--- src/rtl/aes_core_arbiter.sv ---
// aes_core_arbiter: shares one AES_top core between two requesters.
// A round-robin grant is taken in IDLE, the core is driven in ISSUE, the tagged
// result is held in RESP until consumed, and GAP lets the core's round logic
// settle before the next grant.
// Optional watchdog on ISSUE is enabled by defining AES_ARB_TIMEOUT_EN.
module aes_core_arbiter #(
    parameter int GAP_CYCLES     = 2,
    parameter int TIMEOUT_CYCLES = 64
) (
    input  logic         AES_clk,
    input  logic         AES_rst_n,
    input  logic         req0_valid,
    output logic         req0_ready,
    input  logic [127:0] req0_data,
    input  logic [127:0] req0_key,
    input  logic         req1_valid,
    output logic         req1_ready,
    input  logic [127:0] req1_data,
    input  logic [127:0] req1_key,
    output logic         core_en,
    output logic [127:0] core_data,
    output logic [127:0] core_key,
    input  logic         core_out_valid,
    input  logic [127:0] core_out,
    output logic         rsp_valid,
    input  logic         rsp_ready,
    output logic         rsp_id,
    output logic [127:0] rsp_data,
    output logic         rsp_err,
    output logic         busy
);

    typedef enum logic [1:0] {IDLE, ISSUE, RESP, GAP} state_t;

    localparam logic [3:0] GAP_LAST = 4'(GAP_CYCLES - 1);

    state_t     state;
    state_t     state_nxt;
    logic       last_grant;   // port granted most recently; also owner of the op in flight
    logic       grant;
    logic       grant_port;
    logic       capture;
    logic       timeout;
    logic [3:0] gap_cnt;

`ifdef AES_ARB_TIMEOUT_EN
    localparam logic [9:0] WDOG_LAST = 10'(TIMEOUT_CYCLES - 1);
    logic [9:0] wdog;
    logic       err_q;
`endif

    // Tie goes to the port that did not win last time; otherwise the lone requester wins.
    assign grant_port = (req0_valid && req1_valid) ? ~last_grant : req1_valid;

    // Ready pulses are combinational in the grant cycle; masked during reset so every output reads 0.
    assign req0_ready = AES_rst_n & grant & ~grant_port;
    assign req1_ready = AES_rst_n & grant &  grant_port;
    assign busy       = (state != IDLE);

    // Next-state decode and per-cycle strobes.
    always_comb begin
        state_nxt = state;
        grant     = 1'b0;
        capture   = 1'b0;
        timeout   = 1'b0;
        case (state)
            IDLE: begin
                if (req0_valid || req1_valid) begin
                    grant     = 1'b1;
                    state_nxt = ISSUE;
                end
            end
            ISSUE: begin
                if (core_out_valid) begin
                    // A result arriving on the watchdog's last cycle still counts as normal.
                    capture   = 1'b1;
                    state_nxt = RESP;
                end
`ifdef AES_ARB_TIMEOUT_EN
                else if (wdog == WDOG_LAST) begin
                    timeout   = 1'b1;
                    state_nxt = RESP;
                end
`endif
            end
            RESP: begin
                if (rsp_ready) state_nxt = GAP;
            end
            GAP: begin
                if (gap_cnt == GAP_LAST) state_nxt = IDLE;
            end
            default: state_nxt = IDLE;
        endcase
    end

    // State register.
    always_ff @(posedge AES_clk or negedge AES_rst_n) begin
        if (!AES_rst_n) state <= IDLE;
        else            state <= state_nxt;
    end

    // Grant bookkeeping, core drive, response capture and gap counter.
    always_ff @(posedge AES_clk or negedge AES_rst_n) begin
        if (!AES_rst_n) begin
            last_grant <= 1'b1;
            core_en    <= 1'b0;
            core_data  <= '0;
            core_key   <= '0;
            rsp_valid  <= 1'b0;
            rsp_id     <= 1'b0;
            rsp_data   <= '0;
            gap_cnt    <= '0;
        end else begin
            if (grant) begin
                last_grant <= grant_port;
                core_data  <= grant_port ? req1_data : req0_data;
                core_key   <= grant_port ? req1_key  : req0_key;
                core_en    <= 1'b1;
            end
            if (capture || timeout) begin
                core_en   <= 1'b0;
                rsp_valid <= 1'b1;
                rsp_id    <= last_grant;
                rsp_data  <= capture ? core_out : '0;
            end
            if (state == RESP && rsp_ready) begin
                rsp_valid <= 1'b0;
                gap_cnt   <= '0;
            end
            if (state == GAP) gap_cnt <= gap_cnt + 4'd1;
        end
    end

`ifdef AES_ARB_TIMEOUT_EN
    // Watchdog counts ISSUE cycles from a clean start and tags timed-out responses.
    always_ff @(posedge AES_clk or negedge AES_rst_n) begin
        if (!AES_rst_n) begin
            wdog  <= '0;
            err_q <= 1'b0;
        end else begin
            if (grant)                                    wdog <= '0;
            else if (state == ISSUE && !capture && !timeout) wdog <= wdog + 10'd1;
            if (capture)      err_q <= 1'b0;
            else if (timeout) err_q <= 1'b1;
        end
    end

    assign rsp_err = err_q;
`else
    assign rsp_err = 1'b0;
`endif

endmodule

--- config.mk ---
export PLATFORM = sky130hd
export DESIGN_NAME = aes_core_arbiter
export DESIGN_NICKNAME = d
export VERILOG_FILES = /design/src/rtl/aes_core_arbiter.sv
export SDC_FILE = /design/constraint.sdc
export NUM_CORES = 1
export LEC_CHECK = 0
export CELL_PAD_IN_SITES_DETAIL_PLACEMENT = 1
export CELL_PAD_IN_SITES_GLOBAL_PLACEMENT = 2
export CORE_AREA = 2 2 400 402
export DETAILED_ROUTE_END_ITERATION = 6
export DIE_AREA = 0 0 402 404
export GPL_TIMING_DRIVEN = 1
export PLACE_DENSITY = 0.5
export SETUP_SLACK_MARGIN = 0.15
export SLEW_MARGIN = 20
export SYNTH_ARGS = -nofsm -noshare
export SYNTH_HDL_FRONTEND = slang
export SYNTH_SLANG_ARGS = --single-unit
--- constraint.sdc ---
create_clock -name AES_clk -period 2.14 [get_ports AES_clk]
set_clock_uncertainty 0.05 [all_clocks]
set_input_delay 0.214 -clock AES_clk [delete_from_list [all_inputs] [get_ports AES_clk]]
set_output_delay 0.214 -clock AES_clk [all_outputs]
set_load 0.1 [all_outputs]
==> summary.md <==
| Metric | Value |
|---|---|
| Status | `finished, violations left` |
| Violated checks | `negative setup slack` |
| Netlist cell types | `29` |
| Slowest-stage cell, CP | `dfrtp_1` |
| Core Footprint | `158,000 µm²` |
| Top cells by area, synth | `dfrtp_1 58%, mux2i_1 15%, o21ai_1 7.5%, mux2_1 6.6%, nand2_1 5.8%` |
| Rel. slew slack | `46.6%` |
| Crit path time final | `2.19 ns` |
| Largest net degree at the start of global routing | `97` |
| H-Tree Depth | `2` |
| Crit-path most repeated cell | `buf_12` |
| Max Freq | `457 MHz` |
| Hold crit path type | `in2reg` |
| CP Capture Type | `output port` |
| Die area | `162,000 µm²` |
| CTS Root Cell | `clkbuf_16` |
| Post-DP HPWL | `89,700 µm` |
| Final hold vios | `0` |
| Area growth from synthesis to layout | `87.5%` |
| Yosys reg bits | `394` |
| Die width | `402 µm` |
| Initial antenna violation count | `45` |
| Worst Path Buf+Inv | `3` |
| Residual DRC | `0` |
| Final Slew Violations | `0` |
| Synthesized instance count | `1,435` |
| Clock transition at path regs | `0.06 ns` |
| CTS buffer count | `54` |
| Routed length per instance | `23.0 µm` |
| Post-route ant nets | `0` |
| Layout Utilization | `20.2%` |
| CTS tree | `yes` |
| Setup ws final | `-0.0488 ns` |
| Slew @ Worst Pin | `0.801 ns` |
| Drt pass-1 iters | `7` |
| Finish-stage setup viols | `2` |
| Net Count, Synth | `2,087` |
| Critical Path Max Stage Delay | `0.40 ns` |
| Commonest non-fill, non-tap cell in the layout | `clkdlybuf4s50_1` |
| Die Y | `404 µm` |
| Drt total wl | `108,000 µm` |
| Layout filler cell count | `18,100` |
| CP Cell Sequence | `inv_2 -> ha_4 -> o21ai_4 -> buf_12 -> nor3b_4 -> buf_12` |
| Via Count | `15,600` |
| Total of max-cap violations | `0` |
| Layout cell share with drive strength beyond 1 | `25.1%` |
| Global route overflow | `0` |
| Commonest non-fill, non-tap cells in the layout | `644 x clkdlybuf4s50_1, 478 x buf_4, 393 x dfrtp_1` |
| Fin crit share | `102%` |
| Post-synthesis sequential area ratio | `58.0%` |
| Vias per inst | `3.32` |
| Synth Area per Inst | `11.9 µm²` |
| Nets@finish | `3,206` |
| Global-route wire length before repair | `144,000 µm` |
| Post-synth top area cell | `dfrtp_1` |
| # IOs | `1,037` |
| Starting Density | `10.8%` |
| Synth Warn # | `0` |
| Critical Path AT | `1.92 ns` |
| Clk sinks | `394` |
| Reg2reg setup slack | `0.12 ns` |
| WS Path Type | `reg2out` |
| Vias in the first global route | `16,900` |
| Clock network latency to the later pin of the worst-skew pair | `0.65 ns` |
| Iteration-0 DRC Markers | `559` |
| FP Rows | `146` |
| Share of the synthesized area in the top cell type | `57.8%` |
| Mapped Area | `17,000 µm²` |
| All-Layer GR Usage | `12.8%` |
| RSZ-0062 raised after global routing | `yes` |
| WP data required | `1.88 ns` |
| Port bufs | `1,035` |
| Worst Path Max Fanout | `2` |
| Routability cong. | `0.785` |
| CP delay by family, top | `buffers and inverters` |
| Clock Path Buffers | `3` |
| Worst Setup Start Kind | `register` |
[worst paths after layout]
path / cells past startpoint / end / from
max: 6 / req0_ready / state[1]$_DFFE_PN0P_
min: 2 / rsp_data[33]$_DFFE_PN0P_ / core_out[33]
max reg2reg: 9 / state[1]$_DFFE_PN0P_ / state[1]$_DFFE_PN0P_
min reg2reg: 2 / core_data[65]$_DFFE_PN0P_ / core_data[65]$_DFFE_PN0P_
max in group asynchronous: 3 / rsp_data[121]$_DFFE_PN0P_ / AES_rst_n
min in group asynchronous: 3 / rsp_data[112]$_DFFE_PN0P_ / AES_rst_n
[synth_stat cells, drive strengths merged]
library cell and instances:
a2111oi 1, a21boi 2, a21oi 3, a31oi 1, and2b 1, and3 1, buf 47, clkbuf 54
conb 1, dfrtp 393, dfstp 1, ha 6, inv 5, mux2 130, mux2i 260, nand2 263
nand3 1, nor2 1, nor2b 1, nor3b 2, o21ai 258, or3b 1, xor2 2
[metal layers]
layer	wire [µm]	track usage [%]
met4	4650	4.77
met2	52800	22.0
met5	159	0
met1	40900	14.3
met3	9230	4.79
[layout make-up]
| class | count | area, µm² | area share (%) |
|---|---|---|---|
| repair buffers | 1164 | 10900 | 34.0 |
| flip-flops and latches | 394 | 9860 | 30.9 |
| multi-input cells | 935 | 6650 | 20.8 |
| well taps | 2072 | 2590 | 8.13 |
| clock buffers | 85 | 1630 | 5.10 |
| clock inverters | 15 | 240 | 0.753 |
| diodes | 18 | 45.0 | 0.141 |
| inverters | 5 | 21.3 | 0.0667 |
[cell families after synthesis]
group                    Yosys count  share of synthesized area [%]
buffers and inverters            106                           3.36
flip-flops                       394                           58.0
adder cells (fa/ha/maj)            6                          0.441
AND/OR/NAND/NOR                  271                           6.14
multiplexers                     390                           23.9
AO/OA/AOI/OAI                    265                           8.03
XOR/XNOR                           2                          0.103
other                              1                         0.0220
[state kept, by name, summed over array words and instances, names as in the netlist]
name and cells:
state 2, gap_cnt 4, rsp_id 1, rsp_valid 1, core_en 1, last_grant 1
rsp_data 128, core_key 128, core_data 128
[repair_timing]
item | CTS | global route
pin swaps | 3 | 4
hold buffers | 2 | 0
setup endpoints to repair | 3 | 15
gates cloned | 1 | 0
gates resized for setup | 5 | 12
buffers inserted | 12 | 16
hold endpoints to repair | 260 | 0
[metrics by stage]
| step | area, µm² | TNS (ns) | std cells | setup WS (ns) | hold slack [ns] |
|---|---|---|---|---|---|
| floorplan | 17100 | -0.117 | 1435 | -0.117 | -0.132 |
| global placement | 29600 | 0 | 4539 | 0.00891 | 0.0657 |
| detailed placement | 29600 | 0 | 4539 | 0.0121 | 0.0615 |
| CTS | 31700 | -0.146 | 4654 | -0.146 | 0.0198 |
| global route | 31800 | -0.294 | 4671 | -0.154 | 0.0476 |
| finish | 31900 | -0.0822 | 4688 | -0.0488 | 0.0946 |
Power is left out: the tool's default activity adds up to more than one toggle a clock period on the data nets, which glitch-free logic cannot reach.
